File: src/rtl/mips_pkg.sv
// Shared definitions for the MIPS program-memory side: loader state encoding,
// the default end-of-program marker and the clogb2 width helper.
package mips_pkg;

    typedef enum logic [2:0] {
        ST_IDLE  = 3'd0,
        ST_CLEAR = 3'd1,
        ST_LOAD  = 3'd2,
        ST_WRITE = 3'd3,
        ST_DONE  = 3'd4,
        ST_ERROR = 3'd5
    } loader_state_e;

    localparam logic [31:0] HALT_WORD_DEFAULT = 32'hFFFF_FFFF;

    // Number of bits needed to hold the value depth (2048 -> 12, 8 -> 4).
    function automatic int clogb2(input int depth);
        int r;
        int d;
        r = 0;
        d = depth;
        while (d > 0) begin
            r = r + 1;
            d = d >> 1;
        end
        return r;
    endfunction

endpackage

File: src/rtl/program_loader_if.sv
// Byte stream from the UART receiver plus the program memory's erase handshake
// and write port, as seen from the loader.
interface program_loader_if #(
    parameter int ADDR_WIDTH = 12,
    parameter int RAM_WIDTH  = 32
);
    logic [7:0]            i_byte;
    logic                  i_byte_valid;
    logic                  o_byte_ready;
    logic                  i_reset_ack;
    logic                  o_soft_reset;
    logic [ADDR_WIDTH-1:0] o_addr;
    logic [RAM_WIDTH-1:0]  o_data;
    logic                  o_ena;
    logic                  o_wea;

    modport master (
        input  i_byte, i_byte_valid, i_reset_ack,
        output o_byte_ready, o_soft_reset, o_addr, o_data, o_ena, o_wea
    );

    modport slave (
        output i_byte, i_byte_valid, i_reset_ack,
        input  o_byte_ready, o_soft_reset, o_addr, o_data, o_ena, o_wea
    );
endinterface

File: src/rtl/program_loader_word_assembler.sv
// Packs accepted bytes MSB-first into a memory word and flags the strobe that
// completes it.
module program_loader_word_assembler
    import mips_pkg::*;
#(
    parameter int RAM_WIDTH = 32
) (
    input  logic                 i_clk,
    input  logic                 i_reset,
    input  logic                 i_clear,
    input  logic                 i_strobe,
    input  logic [7:0]           i_byte,
    output logic [RAM_WIDTH-1:0] o_word,
    output logic                 o_word_complete
);
    localparam int BYTES_PER_WORD = RAM_WIDTH / 8;
    localparam int CNT_W          = clogb2(BYTES_PER_WORD);

    logic [RAM_WIDTH-1:0] word_q, word_d;
    logic [CNT_W-1:0]     cnt_q, cnt_d;

    assign o_word          = word_q;
    assign o_word_complete = i_strobe && (cnt_q == CNT_W'(BYTES_PER_WORD - 1));

    always_comb begin
        word_d = word_q;
        cnt_d  = cnt_q;
        if (i_clear) begin
            word_d = '0;
            cnt_d  = '0;
        end else if (i_strobe) begin
            word_d = {word_q[RAM_WIDTH-9:0], i_byte};
            cnt_d  = o_word_complete ? '0 : cnt_q + CNT_W'(1);
        end
    end

    always_ff @(posedge i_clk or posedge i_reset) begin
        if (i_reset) begin
            word_q <= '0;
            cnt_q  <= '0;
        end else begin
            word_q <= word_d;
            cnt_q  <= cnt_d;
        end
    end
endmodule

File: src/rtl/program_loader.sv
// Erases the program memory, then fills it word by word from the UART byte
// stream until a HALT word is stored (done) or the memory is full (error).
//
// state | meaning
// IDLE  | waiting for i_start, memory untouched
// CLEAR | soft_reset low, waiting for the memory's ack to drop
// LOAD  | accepting bytes into the word assembler
// WRITE | one-cycle write of the assembled word
// DONE  | HALT word stored
// ERROR | memory filled without a HALT word
module program_loader
    import mips_pkg::*;
#(
    parameter int                   RAM_WIDTH = 32,
    parameter int                   RAM_DEPTH = 2048,
    parameter logic [RAM_WIDTH-1:0] HALT_WORD = RAM_WIDTH'(HALT_WORD_DEFAULT)
) (
    input  logic                       i_clk,
    input  logic                       i_reset,
    input  logic                       i_start,
    program_loader_if.master           bus,
    output logic [clogb2(RAM_DEPTH):0] o_word_count,
    output logic                       o_busy,
    output logic                       o_done,
    output logic                       o_error
);
    localparam int ADDR_WIDTH = clogb2(RAM_DEPTH);

    loader_state_e         state_q, state_d;
    logic                  clear_first_q, clear_first_d;
    logic [ADDR_WIDTH-1:0] addr_q, addr_d;
    logic [ADDR_WIDTH:0]   word_count_q, word_count_d;

    logic                 asm_strobe;
    logic [RAM_WIDTH-1:0] asm_word;
    logic                 asm_complete;

    assign asm_strobe = bus.i_byte_valid && (state_q == ST_LOAD);

    program_loader_word_assembler #(
        .RAM_WIDTH(RAM_WIDTH)
    ) u_word_assembler (
        .i_clk           (i_clk),
        .i_reset         (i_reset),
        .i_clear         (state_q == ST_CLEAR),
        .i_strobe        (asm_strobe),
        .i_byte          (bus.i_byte),
        .o_word          (asm_word),
        .o_word_complete (asm_complete)
    );

    always_comb begin
        state_d       = state_q;
        clear_first_d = clear_first_q;
        addr_d        = addr_q;
        word_count_d  = word_count_q;
        case (state_q)
            ST_IDLE, ST_DONE, ST_ERROR: begin
                if (i_start) begin
                    state_d       = ST_CLEAR;
                    clear_first_d = 1'b1;
                    word_count_d  = '0;
                end
            end
            ST_CLEAR: begin
                // The memory's ack is registered and still reads 1 on entry.
                clear_first_d = 1'b0;
                if (!clear_first_q && !bus.i_reset_ack) begin
                    state_d = ST_LOAD;
                    addr_d  = '0;
                end
            end
            ST_LOAD: begin
                if (asm_complete) begin
                    state_d = ST_WRITE;
                end
            end
            ST_WRITE: begin
                word_count_d = word_count_q + {{ADDR_WIDTH{1'b0}}, 1'b1};
                if (asm_word == HALT_WORD) begin
                    state_d = ST_DONE;
                end else if (addr_q == ADDR_WIDTH'(RAM_DEPTH - 1)) begin
                    state_d = ST_ERROR;
                end else begin
                    addr_d  = addr_q + {{(ADDR_WIDTH-1){1'b0}}, 1'b1};
                    state_d = ST_LOAD;
                end
            end
            default: state_d = ST_IDLE;
        endcase
    end

    always_ff @(posedge i_clk or posedge i_reset) begin
        if (i_reset) begin
            state_q       <= ST_IDLE;
            clear_first_q <= 1'b0;
            addr_q        <= '0;
            word_count_q  <= '0;
        end else begin
            state_q       <= state_d;
            clear_first_q <= clear_first_d;
            addr_q        <= addr_d;
            word_count_q  <= word_count_d;
        end
    end

    assign bus.o_soft_reset = (state_q != ST_CLEAR);
    assign bus.o_byte_ready = (state_q == ST_LOAD);
    assign bus.o_ena        = (state_q == ST_WRITE);
    assign bus.o_wea        = (state_q == ST_WRITE);
    assign bus.o_addr       = addr_q;
    assign bus.o_data       = asm_word;
    assign o_word_count     = word_count_q;
    assign o_busy           = (state_q == ST_CLEAR) || (state_q == ST_LOAD) || (state_q == ST_WRITE);
    assign o_done           = (state_q == ST_DONE);
    assign o_error          = (state_q == ST_ERROR);
endmodule

File: src/flat_wrapper.sv
// flat-port wrapper written by rule: the top's interface ports become plain ports
module program_loader_flat import mips_pkg::*;
#(
    parameter int                   RAM_WIDTH = 32,
    parameter int                   RAM_DEPTH = 2048,
    parameter logic [RAM_WIDTH-1:0] HALT_WORD = RAM_WIDTH'(HALT_WORD_DEFAULT)
)
  (i_clk, i_reset, i_start, o_word_count, o_busy, o_done, o_error, bus_i_byte, bus_i_byte_valid, bus_i_reset_ack, bus_o_byte_ready, bus_o_soft_reset, bus_o_addr, bus_o_data, bus_o_ena, bus_o_wea);
  program_loader_if #(.ADDR_WIDTH((4)), .RAM_WIDTH(RAM_WIDTH)) bus_i ();
  input  logic i_clk;
  input  logic i_reset;
  input  logic i_start;
  output logic [clogb2(RAM_DEPTH):0] o_word_count;
  output logic o_busy;
  output logic o_done;
  output logic o_error;
  input wire logic [$bits(bus_i.i_byte)-1:0] bus_i_byte;
  input wire logic [$bits(bus_i.i_byte_valid)-1:0] bus_i_byte_valid;
  input wire logic [$bits(bus_i.i_reset_ack)-1:0] bus_i_reset_ack;
  output wire logic [$bits(bus_i.o_byte_ready)-1:0] bus_o_byte_ready;
  output wire logic [$bits(bus_i.o_soft_reset)-1:0] bus_o_soft_reset;
  output wire logic [$bits(bus_i.o_addr)-1:0] bus_o_addr;
  output wire logic [$bits(bus_i.o_data)-1:0] bus_o_data;
  output wire logic [$bits(bus_i.o_ena)-1:0] bus_o_ena;
  output wire logic [$bits(bus_i.o_wea)-1:0] bus_o_wea;
  assign bus_i.i_byte = bus_i_byte;
  assign bus_i.i_byte_valid = bus_i_byte_valid;
  assign bus_i.i_reset_ack = bus_i_reset_ack;
  assign bus_o_byte_ready = bus_i.o_byte_ready;
  assign bus_o_soft_reset = bus_i.o_soft_reset;
  assign bus_o_addr = bus_i.o_addr;
  assign bus_o_data = bus_i.o_data;
  assign bus_o_ena = bus_i.o_ena;
  assign bus_o_wea = bus_i.o_wea;
  program_loader #(.RAM_WIDTH(RAM_WIDTH), .RAM_DEPTH(RAM_DEPTH), .HALT_WORD(HALT_WORD)) u_core (.i_clk(i_clk), .i_reset(i_reset), .i_start(i_start), .bus(bus_i), .o_word_count(o_word_count), .o_busy(o_busy), .o_done(o_done), .o_error(o_error));
endmodule
File: config.mk
export PLATFORM = sky130hd
export DESIGN_NAME = program_loader_flat
export DESIGN_NICKNAME = d
export VERILOG_FILES = /design/src/rtl/mips_pkg.sv /design/src/rtl/program_loader_if.sv /design/src/rtl/program_loader_word_assembler.sv /design/src/rtl/program_loader.sv /design/src/flat_wrapper.sv
export SDC_FILE = /design/constraint.sdc
export NUM_CORES = 1
export LEC_CHECK = 0
export CORE_MARGIN = 5
export CORE_UTILIZATION = 30
export CTS_BUF_LIST = sky130_fd_sc_hd__clkbuf_8
export CTS_CLUSTER_SIZE = 40
export DETAILED_ROUTE_END_ITERATION = 12
export PLACE_DENSITY = 0.49
export SLEW_MARGIN = 5
export SYNTH_ARGS = -nofsm -noshare
export SYNTH_HDL_FRONTEND = slang
export SYNTH_SLANG_ARGS = --single-unit
File: constraint.sdc
create_clock -name i_clk -period 2.7 [get_ports i_clk]
set_input_delay 0.54 -clock i_clk [delete_from_list [all_inputs] [get_ports i_clk]]
set_output_delay 0.54 -clock i_clk [all_outputs]
set_load 0.05 [all_outputs]
==> results_dict.tcl <==
set metrics [dict create \
    regArea_mm2 0.00160 \
    die_area_mm2 0.0125 \
    seq_area_frac_synth 0.514 \
    reg2reg_slack_ns 0.75 \
    die-width_um 112 \
    worstPathRequired_ns 2.16 \
    yosys.cell_types.count 40 \
    dp_hpwl_um 5580 \
    core_mm2 0.0102 \
    rsz0062_at_grt "no" \
    antenna_found_initial 0 \
    cts_buffer_depth 2 \
    synth_xor_area_frac 0 \
    critPathMaxFanout 10 \
    grt_util_all_layers 0.134 \
    final.min_clock_period_ns 2.55 \
    worstPathArrival_ns 2.01 \
    clock_sinks 64 \
    grt_pass1_wl_um 13700 \
    syn_area_per_cell_um2 8.85 \
    drt_iter0_drc 89 \
    ff2ff_path_depth 7 \
    cellPowerDensity_mw_per_mm2 1280 \
    clk_pin_slew_ns 0.08 \
    io_buffers 68 \
    finalSetupViolations 0 \
    cts_buffers 9 \
    synth-warning-count 0 \
    syn_area_mm2 0.00311 \
    tightest_slew_ns 0.572 \
    vias_per_cell 4.97 \
    critPathCapture "o_done" \
    met3_length_um 461 \
    irDropWorstVdd_v 0.000664 \
    cts_resized 0 \
    status "finished clean" \
    ys_seq_elements 64 \
    skew_ns 0.00894 \
    htreeDepth 3 \
    crit_chain "inv_1 -> nor3_1 -> clkdlybuf4s50_1" \
    wl_um 8320 \
    cp_slowest_cell "clkdlybuf4s50_1" \
    wl_met2_um 3640 \
    drv_slew 0 \
    post-place-cells 536 \
    synth_mux_area_frac 0.0129 \
    top_layer "met4" \
    fmax_mhz 392 \
    nets 427 \
    start_kind "register" \
    min_path_type "register to register" \
    hold_buffers 0 \
    utilization 0.406 \
    end_kind "primary output" \
    drc_errors 0 \
    grt_pass1_vias 2681 \
    ys.flop_type "dfrtp_1" \
    n_fill_cell 1037 \
    synthArstFlopShare 1.00 \
    p_leak_nw 1.76 \
    cap_viol_max_count 0 \
    start_util 0.304 \
    worst_slew_margin_rel 0.618 \
    io_pins 69 \
    layout-drive-gt1-share 0.0793 \
    vias 2746 \
    routedWlPerCell_um 15.1 \
    grt_max_degree 70 \
    multiInputGateArea_mm2 0.00136 \
    cts_setup_buffers 0 \
    cp_slowest_stage_delay_ns 0.85 \
    clock_latency_ns 0.34 \
    clock-root-buffer "clkbuf_8" \
    timing.rr.start "u_core.state_q[0]" \
    yosys.area_share.simple 0.265 \
    hold_viol 0 \
    yosys.area_share.adder 0.0121 \
    syn2layout_area_growth_pct 33.4 \
    die_height_um 112 \
    final_cells 552 \
    met1_length_um 4140 \
    diodes 0 \
    overflow 0 \
    drtPass1Iterations 4 \
    drtAntennaViolNets 0 \
    holdWs_ns 0.488 \
    synth_fp_nets 368 \
    syn_inst 352 \
    finalSetupTns_ns 0 \
    p_total_mw 5.33 \
    worstSetupStartpoint "u_core.state_q[2]" \
    post-route-period-util 0.945 \
    rows 37 \
    synth_top_family_by_area "simple AND/OR/NAND/NOR gates" \
    synth-edff-count 0 \
    cts_tree "yes" \
    routabilityCongestion 0.799 \
    worstSetupPathType "register to primary output" \
    synth_compound_gate_area_share 0.148 \
    r2r_end "u_core.addr_q[9]" \
]
-- synthesized netlist by cell type (all sizes together) (5+ instances only) --
| cell | instances | area [um2] |
|---|---|---|
| nand2 | 92 | 345 |
| dfrtp | 64 | 1600 |
| o21ai | 55 | 275 |
| nand4 | 18 | 125 |
| buf | 17 | 97.6 |
| nor2 | 14 | 55.1 |
| nand3 | 11 | 55.1 |
| a21oi | 10 | 50.1 |
| clkbuf | 7 | 26.3 |
| and3 | 6 | 42.5 |
| inv | 6 | 22.5 |
| nor3 | 6 | 35.0 |
| o31ai | 5 | 37.5 |
-- worst min path at each step --
stage	start	to	slack (ns)	cells past startpoint
CTS	u_core.o_word_count[12]	u_core.o_word_count[12]	0.49	1
floorplan	u_core.addr_q[6]	u_core.addr_q[6]	0.46	1
global route	u_core.o_word_count[12]	u_core.o_word_count[12]	0.51	1
detailed placement	u_core.o_word_count[12]	u_core.o_word_count[12]	0.48	1
global placement	u_core.o_word_count[12]	u_core.o_word_count[12]	0.48	1
finish	u_core.o_word_count[12]	u_core.o_word_count[12]	0.49	1
-- metal layers --
metal | global-route usage | vias to the layer above
met5 | 0 | -
met4 | 0.0479 | 0
met3 | 0.0375 | 6
met2 | 0.201 | 65
met1 | 0.186 | 1328
li1 | - | 1347
-- area by class of cell --
| type | count | area share |
|---|---|---|
| sequential | 64 | 0.386 |
| multi-input combinational | 257 | 0.328 |
| timing repair buffer | 72 | 0.180 |
| tap | 136 | 0.0410 |
| clock buffer | 9 | 0.0298 |
| clock inverter | 7 | 0.0289 |
| inverter | 7 | 0.00633 |
-- logic make-up (layout without fill, tap and decap cells) --
logic type / count (synthesis) / after routing
buffers and inverters: 31 / 95
muxes: 4 / 4
and+or+nand+nor: 168 / 168
adders and majority gates: 3 / 3
AOI/OAI and AO/OA: 82 / 82
DFF: 64 / 64
-- power by group --
part	total [mW]	internal, mW	switching (mW)	leakage (nW)
sequential	1.75	1.32	0.432	0.826
clock	1.03	0.615	0.411	0.119
combinational	2.55	0.835	1.71	0.813
total	5.33	2.77	2.56	1.76
-- registers in the layout, indices dropped and copies added, names as in the netlist --
signal	cells
u_core.addr_q	12
u_core.clear_first_q	1
u_core.o_word_count	13
u_core.state_q	3
u_core.u_word_assembler.cnt_q	3
u_core.u_word_assembler.o_word	32
-- cells in the final DEF (no fill, tap or decap), drive strengths merged, types with 2 or more instances in the layout --
| cell | count |
|---|---|
| nand2 | 92 |
| clkdlybuf4s50 | 64 |
| dfrtp | 64 |
| o21ai | 55 |
| nand4 | 18 |
| nor2 | 14 |
| nand3 | 11 |
| a21oi | 10 |
| clkbuf | 9 |
| nor3 | 6 |
| and3 | 6 |
| inv | 6 |
| buf | 6 |
| o31ai | 5 |
| mux2i | 4 |
| a31o | 4 |
| or3 | 4 |
| nand3b | 4 |
| nor4 | 4 |
| and2 | 4 |
| clkinv | 4 |
| ha | 3 |
| bufinv | 3 |
| nor2b | 2 |
| a22o | 2 |
| dlymetal6s2s | 2 |
-- critical path: cells and delay by family (launching register included) --
family        cells  cell delay (ns)
buf+inv           2             0.99
flops             1             0.51
simple gates      1             0.18
-- metrics by stage --
step | instance area, um2 | setup WS [ns]
after floorplan | 3110 | 0.546
after global placement | 3910 | 0.436
after detailed placement | 3910 | 0.407
after CTS | 4150 | 0.0206
after global routing | 4150 | 0.0266
final | 4150 | 0.150
(Power assumes the default switching activity.)
